[config.mk]
export PLATFORM = sky130hd
export DESIGN_NAME = spy_readout
export DESIGN_NICKNAME = d
export VERILOG_FILES = /design/src/rtl/spy_readout.sv
export SDC_FILE = /design/constraint.sdc
export NUM_CORES = 1
export LEC_CHECK = 0
export CAP_MARGIN = 20
export CORE_ASPECT_RATIO = 1.4
export CORE_MARGIN = 4
export CORE_UTILIZATION = 56
export CTS_CLUSTER_DIAMETER = 50
export DETAILED_ROUTE_END_ITERATION = 16
export PLACE_DENSITY = 0.88
export SLEW_MARGIN = 20
export SYNTH_ARGS = -nofsm -noshare
export SYNTH_HDL_FRONTEND = slang
export SYNTH_SLANG_ARGS = --single-unit
[constraint.sdc]
create_clock -name clk -period 4.1 [get_ports clk]
set_clock_uncertainty 0.2 [all_clocks]
set_input_delay 0.615 -clock clk [delete_from_list [all_inputs] [get_ports clk]]
set_output_delay 0.615 -clock clk [all_outputs]
set_load 0.01 [all_outputs]
[src/rtl/spy_readout.sv]
// rtl/spy_readout.sv - spy buffer reader: header word, then the RAM streamed out in address order
// Read issue is credit-limited against a small FIFO so output backpressure never drops RAM data.
module spy_readout #(
  parameter int                ADDR_W = 11,
  parameter int                DATA_W = 16,
  parameter int                RD_LAT = 2,
  parameter logic [DATA_W-1:0] HEADER = 16'h5A11
) (
  input  logic              clk,
  input  logic              reset,
  input  logic              capture_locked,
  input  logic              start,
  output logic              rden,
  output logic [ADDR_W-1:0] raddr,
  input  logic [DATA_W-1:0] rdata,
  output logic [DATA_W-1:0] out_data,
  output logic              out_valid,
  input  logic              out_ready,
  output logic              busy,
  output logic              rearm,
  output logic              overflow_err
);

  localparam int FIFO_D = RD_LAT + 2;
  localparam int PTR_W  = $clog2(FIFO_D);
  localparam int CNT_W  = $clog2(2 * FIFO_D + 2);
  localparam logic [CNT_W-1:0] FIFO_D_C = CNT_W'(FIFO_D);
  localparam logic [PTR_W-1:0] PTR_LAST = PTR_W'(FIFO_D - 1);

  typedef enum logic [1:0] {IDLE, HDR, READ, DRAIN} state_t;

  state_t              state_q, state_d;
  logic                rden_q, rden_d;
  logic [ADDR_W-1:0]   raddr_q, raddr_d;
  logic [ADDR_W-1:0]   next_addr_q, next_addr_d;
  logic                all_issued_q, all_issued_d;
  logic [RD_LAT-1:0]   valid_sr_q, valid_sr_d;
  logic [DATA_W-1:0]   fifo_mem_q [FIFO_D];
  logic [DATA_W-1:0]   fifo_mem_d [FIFO_D];
  logic [PTR_W-1:0]    wr_ptr_q, wr_ptr_d;
  logic [PTR_W-1:0]    rd_ptr_q, rd_ptr_d;
  logic [CNT_W-1:0]    fifo_cnt_q, fifo_cnt_d;
  logic                out_valid_q, out_valid_d;
  logic [DATA_W-1:0]   out_data_q, out_data_d;
  logic                ovf_q, ovf_d;

  logic                out_xfer, out_free, pop, wr, fifo_full, issue, last_xfer;
  logic [CNT_W-1:0]    inflight, occ;

  // Reads already committed: the one on the RAM port now plus those still in the latency pipe.
  always_comb begin
    inflight = CNT_W'(rden_q);
    for (int i = 0; i < RD_LAT; i++) begin
      inflight = inflight + CNT_W'(valid_sr_q[i]);
    end
  end

  always_comb begin
    out_xfer  = out_valid_q & out_ready;
    out_free  = ~out_valid_q | out_ready;
    pop       = out_free & (fifo_cnt_q != '0);
    wr        = valid_sr_q[RD_LAT-1];
    fifo_full = (fifo_cnt_q == FIFO_D_C);
    // Credit counts the FIFO after this cycle's pop so a full-rate stream keeps issuing.
    occ       = fifo_cnt_q + inflight + CNT_W'(1) - CNT_W'(pop);
    issue     = ((state_q == HDR) || (state_q == READ)) && !all_issued_q && (occ <= FIFO_D_C);
    last_xfer = (state_q == DRAIN) && out_xfer && (fifo_cnt_q == '0) && (inflight == '0);

    state_d      = state_q;
    rden_d       = 1'b0;
    raddr_d      = raddr_q;
    next_addr_d  = next_addr_q;
    all_issued_d = all_issued_q;
    out_valid_d  = out_valid_q;
    out_data_d   = out_data_q;
    wr_ptr_d     = wr_ptr_q;
    rd_ptr_d     = rd_ptr_q;
    fifo_mem_d   = fifo_mem_q;
    ovf_d        = ovf_q;

    valid_sr_d[0] = rden_q;
    for (int i = 1; i < RD_LAT; i++) begin
      valid_sr_d[i] = valid_sr_q[i-1];
    end

    if (wr) begin
      if (fifo_full) begin
        ovf_d = 1'b1;
      end else begin
        fifo_mem_d[wr_ptr_q] = rdata;
        wr_ptr_d = (wr_ptr_q == PTR_LAST) ? '0 : wr_ptr_q + PTR_W'(1);
      end
    end

    if (pop) begin
      out_data_d  = fifo_mem_q[rd_ptr_q];
      out_valid_d = 1'b1;
      rd_ptr_d    = (rd_ptr_q == PTR_LAST) ? '0 : rd_ptr_q + PTR_W'(1);
    end else if (out_xfer) begin
      out_valid_d = 1'b0;
    end

    fifo_cnt_d = fifo_cnt_q + CNT_W'(wr && !fifo_full) - CNT_W'(pop);

    if (issue) begin
      rden_d      = 1'b1;
      raddr_d     = next_addr_q;
      next_addr_d = next_addr_q + ADDR_W'(1);
      if (next_addr_q == '1) begin
        all_issued_d = 1'b1;
      end
    end

    case (state_q)
      IDLE: begin
        // Address 0 goes out with the accept so the header transfer overlaps the RAM latency.
        if (start && capture_locked) begin
          state_d      = HDR;
          rden_d       = 1'b1;
          raddr_d      = '0;
          next_addr_d  = ADDR_W'(1);
          all_issued_d = 1'b0;
          out_valid_d  = 1'b1;
          out_data_d   = HEADER;
        end
      end
      HDR: begin
        if (out_xfer) begin
          state_d = all_issued_d ? DRAIN : READ;
        end
      end
      READ: begin
        if (all_issued_d) begin
          state_d = DRAIN;
        end
      end
      DRAIN: begin
        if (last_xfer) begin
          state_d = IDLE;
        end
      end
      default: state_d = IDLE;
    endcase
  end

  always_ff @(posedge clk) begin
    if (reset) begin
      state_q      <= IDLE;
      rden_q       <= 1'b0;
      raddr_q      <= '0;
      next_addr_q  <= '0;
      all_issued_q <= 1'b0;
      valid_sr_q   <= '0;
      for (int i = 0; i < FIFO_D; i++) begin
        fifo_mem_q[i] <= '0;
      end
      wr_ptr_q     <= '0;
      rd_ptr_q     <= '0;
      fifo_cnt_q   <= '0;
      out_valid_q  <= 1'b0;
      out_data_q   <= '0;
      ovf_q        <= 1'b0;
    end else begin
      state_q      <= state_d;
      rden_q       <= rden_d;
      raddr_q      <= raddr_d;
      next_addr_q  <= next_addr_d;
      all_issued_q <= all_issued_d;
      valid_sr_q   <= valid_sr_d;
      fifo_mem_q   <= fifo_mem_d;
      wr_ptr_q     <= wr_ptr_d;
      rd_ptr_q     <= rd_ptr_d;
      fifo_cnt_q   <= fifo_cnt_d;
      out_valid_q  <= out_valid_d;
      out_data_q   <= out_data_d;
      ovf_q        <= ovf_d;
    end
  end

  assign rden         = rden_q;
  assign raddr        = raddr_q;
  assign out_data     = out_data_q;
  assign out_valid    = out_valid_q;
  assign busy         = (state_q != IDLE);
  assign rearm        = last_xfer & ~reset;
  assign overflow_err = ovf_q;

endmodule

==> results of run 1 <==
power breakdown:
part / leakage [nW] / switching (mW) / internal, mW / total (mW)
Clock: 0.317 / 0.507 / 1.12 / 1.62
Combinational: 0.946 / 0.507 / 0.438 / 0.945
Sequential: 0.954 / 0.158 / 1.23 / 1.39
stage by stage:
stage	instances	hold WS (ps)	power, mW
6_report	732	253	3.95
2_1_floorplan	572	233	2.01
3_3_place_gp	700	238	2.27
5_1_grt	732	271	4.12
4_1_cts	732	253	3.96
3_5_place_dp	700	245	2.35
cell type report:
type,instances,area (um^2),share of cell area [%]
clock buffers,26,519,8.33
clock inverters,6,136,2.19
repair buffers,58,573,9.19
multi-input cells,402,2450,39.3
flip-flops and latches,118,2360,37.9
inverters,17,63.8,1.02
well taps,105,131,2.11
critical path, cell delays in order (launching register included):
cell	delay, ps
dfxtp_1	330
inv_1	140
ha_1	200
or3b_1	390
nand2_1	130
fa_1	220
inv_1	60
fa_1	400
xor2_1	210
a21oi_1	80
nor4_2	420
a41oi_1	280
o311a_1	390
worst min path at each step:
stage | slack, ps | start | cells after the start | to
3_3_place_gp | 240 | fifo_mem_q[36] | 2 | fifo_mem_q[36]
6_report | 250 | fifo_mem_q[25] | 2 | fifo_mem_q[25]
5_1_grt | 270 | fifo_mem_q[40] | 2 | fifo_mem_q[40]
3_5_place_dp | 250 | fifo_mem_q[25] | 2 | fifo_mem_q[25]
4_1_cts | 250 | fifo_mem_q[25] | 2 | fifo_mem_q[25]
2_1_floorplan | 230 | fifo_mem_q[16] | 2 | fifo_mem_q[16]
per-layer routing:
metal / routed length, um / track usage, %
met1: 4590 / 26.2
met3: 840 / 7.21
met2: 6800 / 42.7
met5: 0 / 0
met4: 300 / 13.8
placed cells by master, fill, tap and decap left out, types with 2 or more instances in the layout:
cell type	n
nand2_1	170
dfxtp_1	117
a21oi_1	84
clkdlybuf4s50_1	51
nor2_1	30
ha_1	18
clkbuf_16	17
inv_1	16
mux4_2	16
mux2i_1	14
xor2_1	11
and3_1	8
nand4_1	7
a31oi_1	7
clkbuf_8	6
nand2b_1	5
buf_4	5
nor2b_1	4
fa_1	4
bufinv_16	4
and2_1	3
clkbuf_1	3
nand3_1	2
nor4_1	2
xnor2_1	2
a41oi_1	2
nor3_1	2
kinds of logic after synthesis:
kind of cell             after synthesis  synth area share [%]
AND/OR/NAND/NOR                      238                  19.8
flip-flops                           118                  47.2
AO/OA/AOI/OAI                         99                  10.6
buffers and inverters                 52                  3.98
multiplexers                          30                  10.0
adder cells (fa/ha/maj)               22                  6.10
XOR/XNOR                              13                  2.28
state kept, by name, summed over array words and instances, names as in the netlist, 2 cells and up:
name         count
wr_ptr_q         2
state_q          2
next_addr_q     11
fifo_cnt_q       4
raddr           11
fifo_mem_q      64
valid_sr_q       2
out_data        16
rd_ptr_q         2
==> results.ini, run 1 <==
[logic_synthesis]
synth.top_cells.by_area=dfxtp_1, nand2_1, a21oi_1
yosysTopAreaCellShare_pct=47.2
syn_area_um2=5000
synth_top_area_cell=dfxtp_1
syn_avg_cell_area_um2=8.75
syn_nets=615
ys_top_cells_by_count=nand2_1, dfxtp_1, a21oi_1
synth_edf_count=0
ys_seq_elements=118
synth_warnings=0
seq_area_frac_synth_pct=47.2
synthCells=572
ys_types=35
yosysMostFrequentCell=nand2_1
async_flop_share_pct=0
synthFlopType=dfxtp_1

[run]
drv_cap=0

[cts]
clockBufferDepth=2
numCtsBuffers=17
cts_tree=yes
clk_latency_ps=420
postCtsSetupBuffers=0
clk_pin_slew_ps=50
cts_hold_buf=0
clock_sinks=118
htreeDepth=4
ctsResizeCount=0
root_buffer=clkbuf_16

[setup_path]
r2r-end=state_q[0]
r2r_slack_ps=550
r2r_cells=12
cp-endpoint=state_q[0]
critical_path.max_fanout=4
r2r_start=fifo_cnt_q[2]
crit_type=reg -> reg
critPathLaunchType=flop
startpoint=fifo_cnt_q[2]
worst_setup_path_end_kind=flop
arrival_ps=3640
cp.required_ps=4200

[drt]
drtAntennaViolNets=0
wl_um=12500
first_pass_iters=5
drc_errors=0
vias=4267
drtIter0Drc=348
routed_via_density=5.83
wl_per_cell_um=17.1

[hold_path]
worstHoldPathType=reg -> reg

[timing]
hold_violations=0
finalSetupTns_ps=0
fmax_mhz=282
finalSetupViolCount=0
slew_headroom_pct=38.9
period_needed_ps=3550
timing.final.ws_setup_ps=552
drv_slew=0
rsz0062_at_grt=no
worst-slew-pin-transition_ps=915
post-route-period-util_pct=86.5

[place]
post-dp-hpwl_um=7860
post_dp_cell_area_um2=5580
port_buffers=52
dp_slack_ps=340
gp_congestion=0.823

[die]
die_h_um=120
coreArea_um2=8660
initial_utilization_pct=57.8
rows=40
fp.dieW_um=87.9
dieArea_um2=10500
io_pins=53

[global_route]
grt_overflow=0
grt_pass1_wl_um=20100
grt_pass1_vias=4322
grt_start_max_net_pins=89
antenna_found_initial=0
grt.total_usage_pct=24.7

[cells_and_area]
final_cell_area_um2=6240
syn_to_final_growth_pct=24.6
antenna_cells=0
fin_util_pct=72.0
nFillCells=548
drive_above_1_share_pct=8.77
layout.nets=657

[power_and_ir_drop]
powerDensity_nw_per_um2=634
p_leak_nw=2.22
ir_worst_vdd_v=0.000572

[status]
status=completed

Note: power is estimated with default switching activity, not from simulation.
==> inputs of run 2 (changes only) <==
Settings changed: CTS_BUF_LIST from default to sky130_fd_sc_hd__clkbuf_16.
==> run 2 against run 1 <==
Effect of this change:
- via count grew 2.0%
- combinational power grew 3.5%
- hold slack lost 2.4 ps
- critical path type is now reg -> out
- clock power shrank 8%
- worst setup slack lost 2.1 ps
- sequential power is essentially flat
- largest cell class unchanged
- sequential share of layout area grew 0.37 points
- critical path depth shrank 6
==> results.ini, run 2 (synthesized netlist as in run 1, its figures left out) <==
[timing]
post-route-period-util_pct=86.6
period_needed_ps=3550
rsz0062_at_grt=no
finalSetupViolCount=0
hold_violations=0
worst-slew-pin-transition_ps=924
slew_headroom_pct=38.3
finalSetupTns_ps=0
fmax_mhz=282
drv_slew=0

[hold_path]
worstHoldPathType=reg -> reg

[global_route]
grt_overflow=0
grt.total_usage_pct=25.4
grt_start_max_net_pins=89
antenna_found_initial=0
grt_pass1_vias=4398
grt_pass1_wl_um=20500

[cells_and_area]
nFillCells=556
layout.nets=657
drive_above_1_share_pct=7.81
syn_to_final_growth_pct=23.4
antenna_cells=0
final_common_cell=nand2_1
regMostFlops=fifo_mem_q
final_cell_mix=nand2_1, dfxtp_1, a21oi_1, clkdlybuf4s50_1, nor2_1
largest_reg_flops=64

[die]
initial_utilization_pct=57.8
coreArea_um2=8660
die_h_um=120
io_pins=53
dieArea_um2=10500
fp.dieW_um=87.9
rows=40

[drt]
drtAntennaViolNets=0
routed_via_density=5.95
wl_um=12700
first_pass_iters=5
drtIter0Drc=409
vias=4352
drc_errors=0
wl_per_cell_um=17.4

[cts]
numCtsBuffers=17
postCtsSetupBuffers=0
cts_tree=yes
clk_pin_slew_ps=50
ctsResizeCount=0
htreeDepth=4
clk_latency_ps=410
root_buffer=clkbuf_16
clock_sinks=118
cts_hold_buf=0
clockBufferDepth=2

[setup_path]
worst_setup_path_end_kind=output port
cp.required_ps=3280
arrival_ps=2730
critPathLaunchType=flop
crit_type=reg -> out
critical_path.max_fanout=4

[power_and_ir_drop]
power_mw=3.85
ir_worst_vdd_v=0.000527
p_leak_nw=2.20
powerDensity_nw_per_um2=624

[place]
gp_congestion=0.823
port_buffers=52
post-dp-hpwl_um=7860

[status]
status=completed

[run]
drv_cap=0

-- run 2: cell count changes in the layout (fill, tap and decap cells not counted) --
cell      before  now
clkbuf_8       6    0
clkbuf_1       3    0
inv_1         16   19
clkinv_1       1    7
-- run 2: worst max-delay path, stage by stage (launching register included) --
cell,delay [ps]
dfxtp_1,340
inv_1,140
ha_1,200
or3b_1,390
or4_4,500
nor3b_1,190
clkdlybuf4s50_1,560
-- run 2: cell type report --
class | count | area, um^2 | share of cell area, %
Clock buffer | 17 | 425 | 6.89
Clock inverter | 15 | 170 | 2.76
Inverter | 17 | 63.8 | 1.03
Multi-Input combinational cell | 402 | 2450 | 39.6
Sequential cell | 118 | 2360 | 38.3
Tap cell | 105 | 131 | 2.13
Timing Repair Buffer | 58 | 573 | 9.28
-- run 2: per-layer routing --
metal | vias to the layer above | global-route usage [%] | share of wire, %
li1 | 2005 | - | -
met1 | 2062 | 25.9 | 35
met2 | 225 | 43.8 | 54
met3 | 60 | 7.49 | 6.9
met4 | 0 | 16.4 | 4.1
met5 | - | 0 | 0
-- run 2: final timing paths --
kind / from / endpoint / slack (ps) / cells after the start
worst max-delay path: fifo_cnt_q[2] / rearm / 550 / 6
worst min-delay path: fifo_mem_q[40] / fifo_mem_q[40] / 250 / 2
worst max register to register: fifo_cnt_q[2] / state_q[0] / 550 / 12
worst min register to register: fifo_mem_q[40] / fifo_mem_q[40] / 250 / 2
-- run 2: metrics by stage --
stage                     cell area [um^2]  setup WS [ps]  cells  util (%)  hold WS [ps]
after floorplan                       5000            444    572         -           233
after global placement                5580            474    700      64.4           238
after detailed placement              5580            340    700      64.5           245
after CTS                             6180            534    732      71.3           253
after global routing                  6180            363    732      71.3           271
final                                 6180            550    732      71.3           250
-- run 2: where the power goes --
group,switching [mW],internal (mW),total (mW),leakage [nW]
Sequential,0.155,1.23,1.38,0.954
Combinational,0.532,0.446,0.978,0.946
Clock,0.495,0.995,1.49,0.296
==> inputs of run 3 (changes only) <==
Settings changed: CORE_UTILIZATION 56 to 58, CTS_BUF_LIST sky130_fd_sc_hd__clkbuf_16 to sky130_fd_sc_hd__clkbuf_4 sky130_fd_sc_hd__clkbuf_8, PLACE_DENSITY 0.88 to 0.9.
==> run 3 against run 2 <==
Effect of this change:
- final cell count fell by 0.41%
- maximum frequency rose by 0.42%
- critical path type unchanged
- sequential share of layout area rose by 1.1 points
- global-route usage fell by 1.1 points
- hold slack improved by 3.1 ps
- first-iteration DRC count fell by 18%
- utilization rose by 0.98 points
- highest routed layer unchanged
==> results.ini, run 3 (synthesized netlist as in run 1, its figures left out) <==
[power_and_ir_drop]
seqPwrFrac_pct=40.2
p_leak_nw=2.12
p_clk_share_pct=32.2
p_sw_share_pct=31.9
p_switching_mw=1.09
p_comb_share_pct=27.6
p_int_mw=2.33
powerDensity_nw_per_um2=571
ir_worst_vdd_v=0.000518

[drt]
vias=4204
wl_met1_um=4470
dr_wl_met3_um=666
wl_per_cell_um=16.1
drc_errors=0
drtAntennaViolNets=0
routed_via_density=5.77
drtIter0Drc=336
wl_um=11700
wl_met2_um=6330
highest_layer=met4
first_pass_iters=5

[cts]
clk_pin_slew_ps=60
root_buffer=clkbuf_8
numCtsBuffers=17
cts_tree=yes
postCtsSetupBuffers=0
clockBufferDepth=2
htreeDepth=4
ctsResizeCount=0
cts_hold_buf=0
clk_latency_ps=440
clock_sinks=118

[die]
initial_utilization_pct=60.3
fp.dieW_um=86.5
coreArea_um2=8300
die_h_um=118
io_pins=53
dieArea_um2=10200
rows=39

[global_route]
antenna_found_initial=0
grt_pass1_vias=4283
grt_start_max_net_pins=89
grt.total_usage_pct=24.3
grt_overflow=0
grt_pass1_wl_um=19500

[timing]
slew_headroom_pct=40.7
finalSetupTns_ps=0
finalSetupViolCount=0
post-route-period-util_pct=86.2
hold_violations=0
timing.final.ws_setup_ps=565
period_needed_ps=3530
drv_slew=0
fmax_mhz=283
worst-slew-pin-transition_ps=890
rsz0062_at_grt=no
timing.hold.ws_ps=254

[cells_and_area]
final_cell_count_no_fill=729
fin_util_pct=72.3
drive_above_1_share_pct=9.25
antenna_cells=0
final_cell_mix=nand2_1, dfxtp_1, a21oi_1, clkdlybuf4s50_1, nor2_1
regMostFlops=fifo_mem_q
final_common_cell=nand2_1
largest_reg_flops=64
layout.nets=657
syn_to_final_growth_pct=19.9

[setup_path]
worst_setup_path_end_kind=output port
crit_type=reg -> out
critical_path.max_fanout=7
cp.required_ps=3280
critPathLaunchType=flop
arrival_ps=2720
r2r_cells=13

[place]
port_buffers=52
post-dp-hpwl_um=7730
place_inst=697
gp_congestion=0.820
dp_slack_ps=378

[run]
drv_cap=0

[hold_path]
min_path_cells=2
worstHoldPathType=reg -> reg

[status]
status=completed

## run 3: per-layer routing
layer	GRT usage (%)	up-vias
met5	0	-
met4	12.5	0
met3	7.63	34
met2	41.2	153
met1	26.5	2024
li1	-	1993
## run 3: power groups by stage
stage	registers [mW]	clock network, mW	logic (mW)
CTS	1.37	1.12	0.952
finish	1.38	1.10	0.945
detailed placement	1.40	0	0.944
global route	1.40	1.17	1.05
global placement	1.39	0	0.880
floorplan	1.32	0	0.698
## run 3: path summary, 6_finish.rpt
path             startpoint             end  slack (ps)
max           valid_sr_q[1]           rearm         570
min          fifo_mem_q[17]  fifo_mem_q[17]         250
max reg2reg   fifo_cnt_q[2]      state_q[1]         700
min reg2reg  fifo_mem_q[17]  fifo_mem_q[17]         250
## run 3: cell type report
type                       count  area [um^2]
clock buffer                  23          298
clock inverter                 9          124
fill                         568         2300
inverter                      17         63.8
multi-input combinational    402         2450
sequential                   118         2360
tap                          102          128
timing repair buffer          58          573
## run 3: metrics by stage
step	power, mW	area, um^2
after floorplan	2.01	5000
after global placement	2.27	5580
after detailed placement	2.34	5580
after CTS	3.44	6000
after global routing	3.62	6000
final	3.43	6000
## run 3: critical path: stages (launching register included)
cell and delay [ps]:
dfxtp_1 460, fa_1 510, or4_4 550, nor3b_1 190
clkdlybuf4s50_1 560
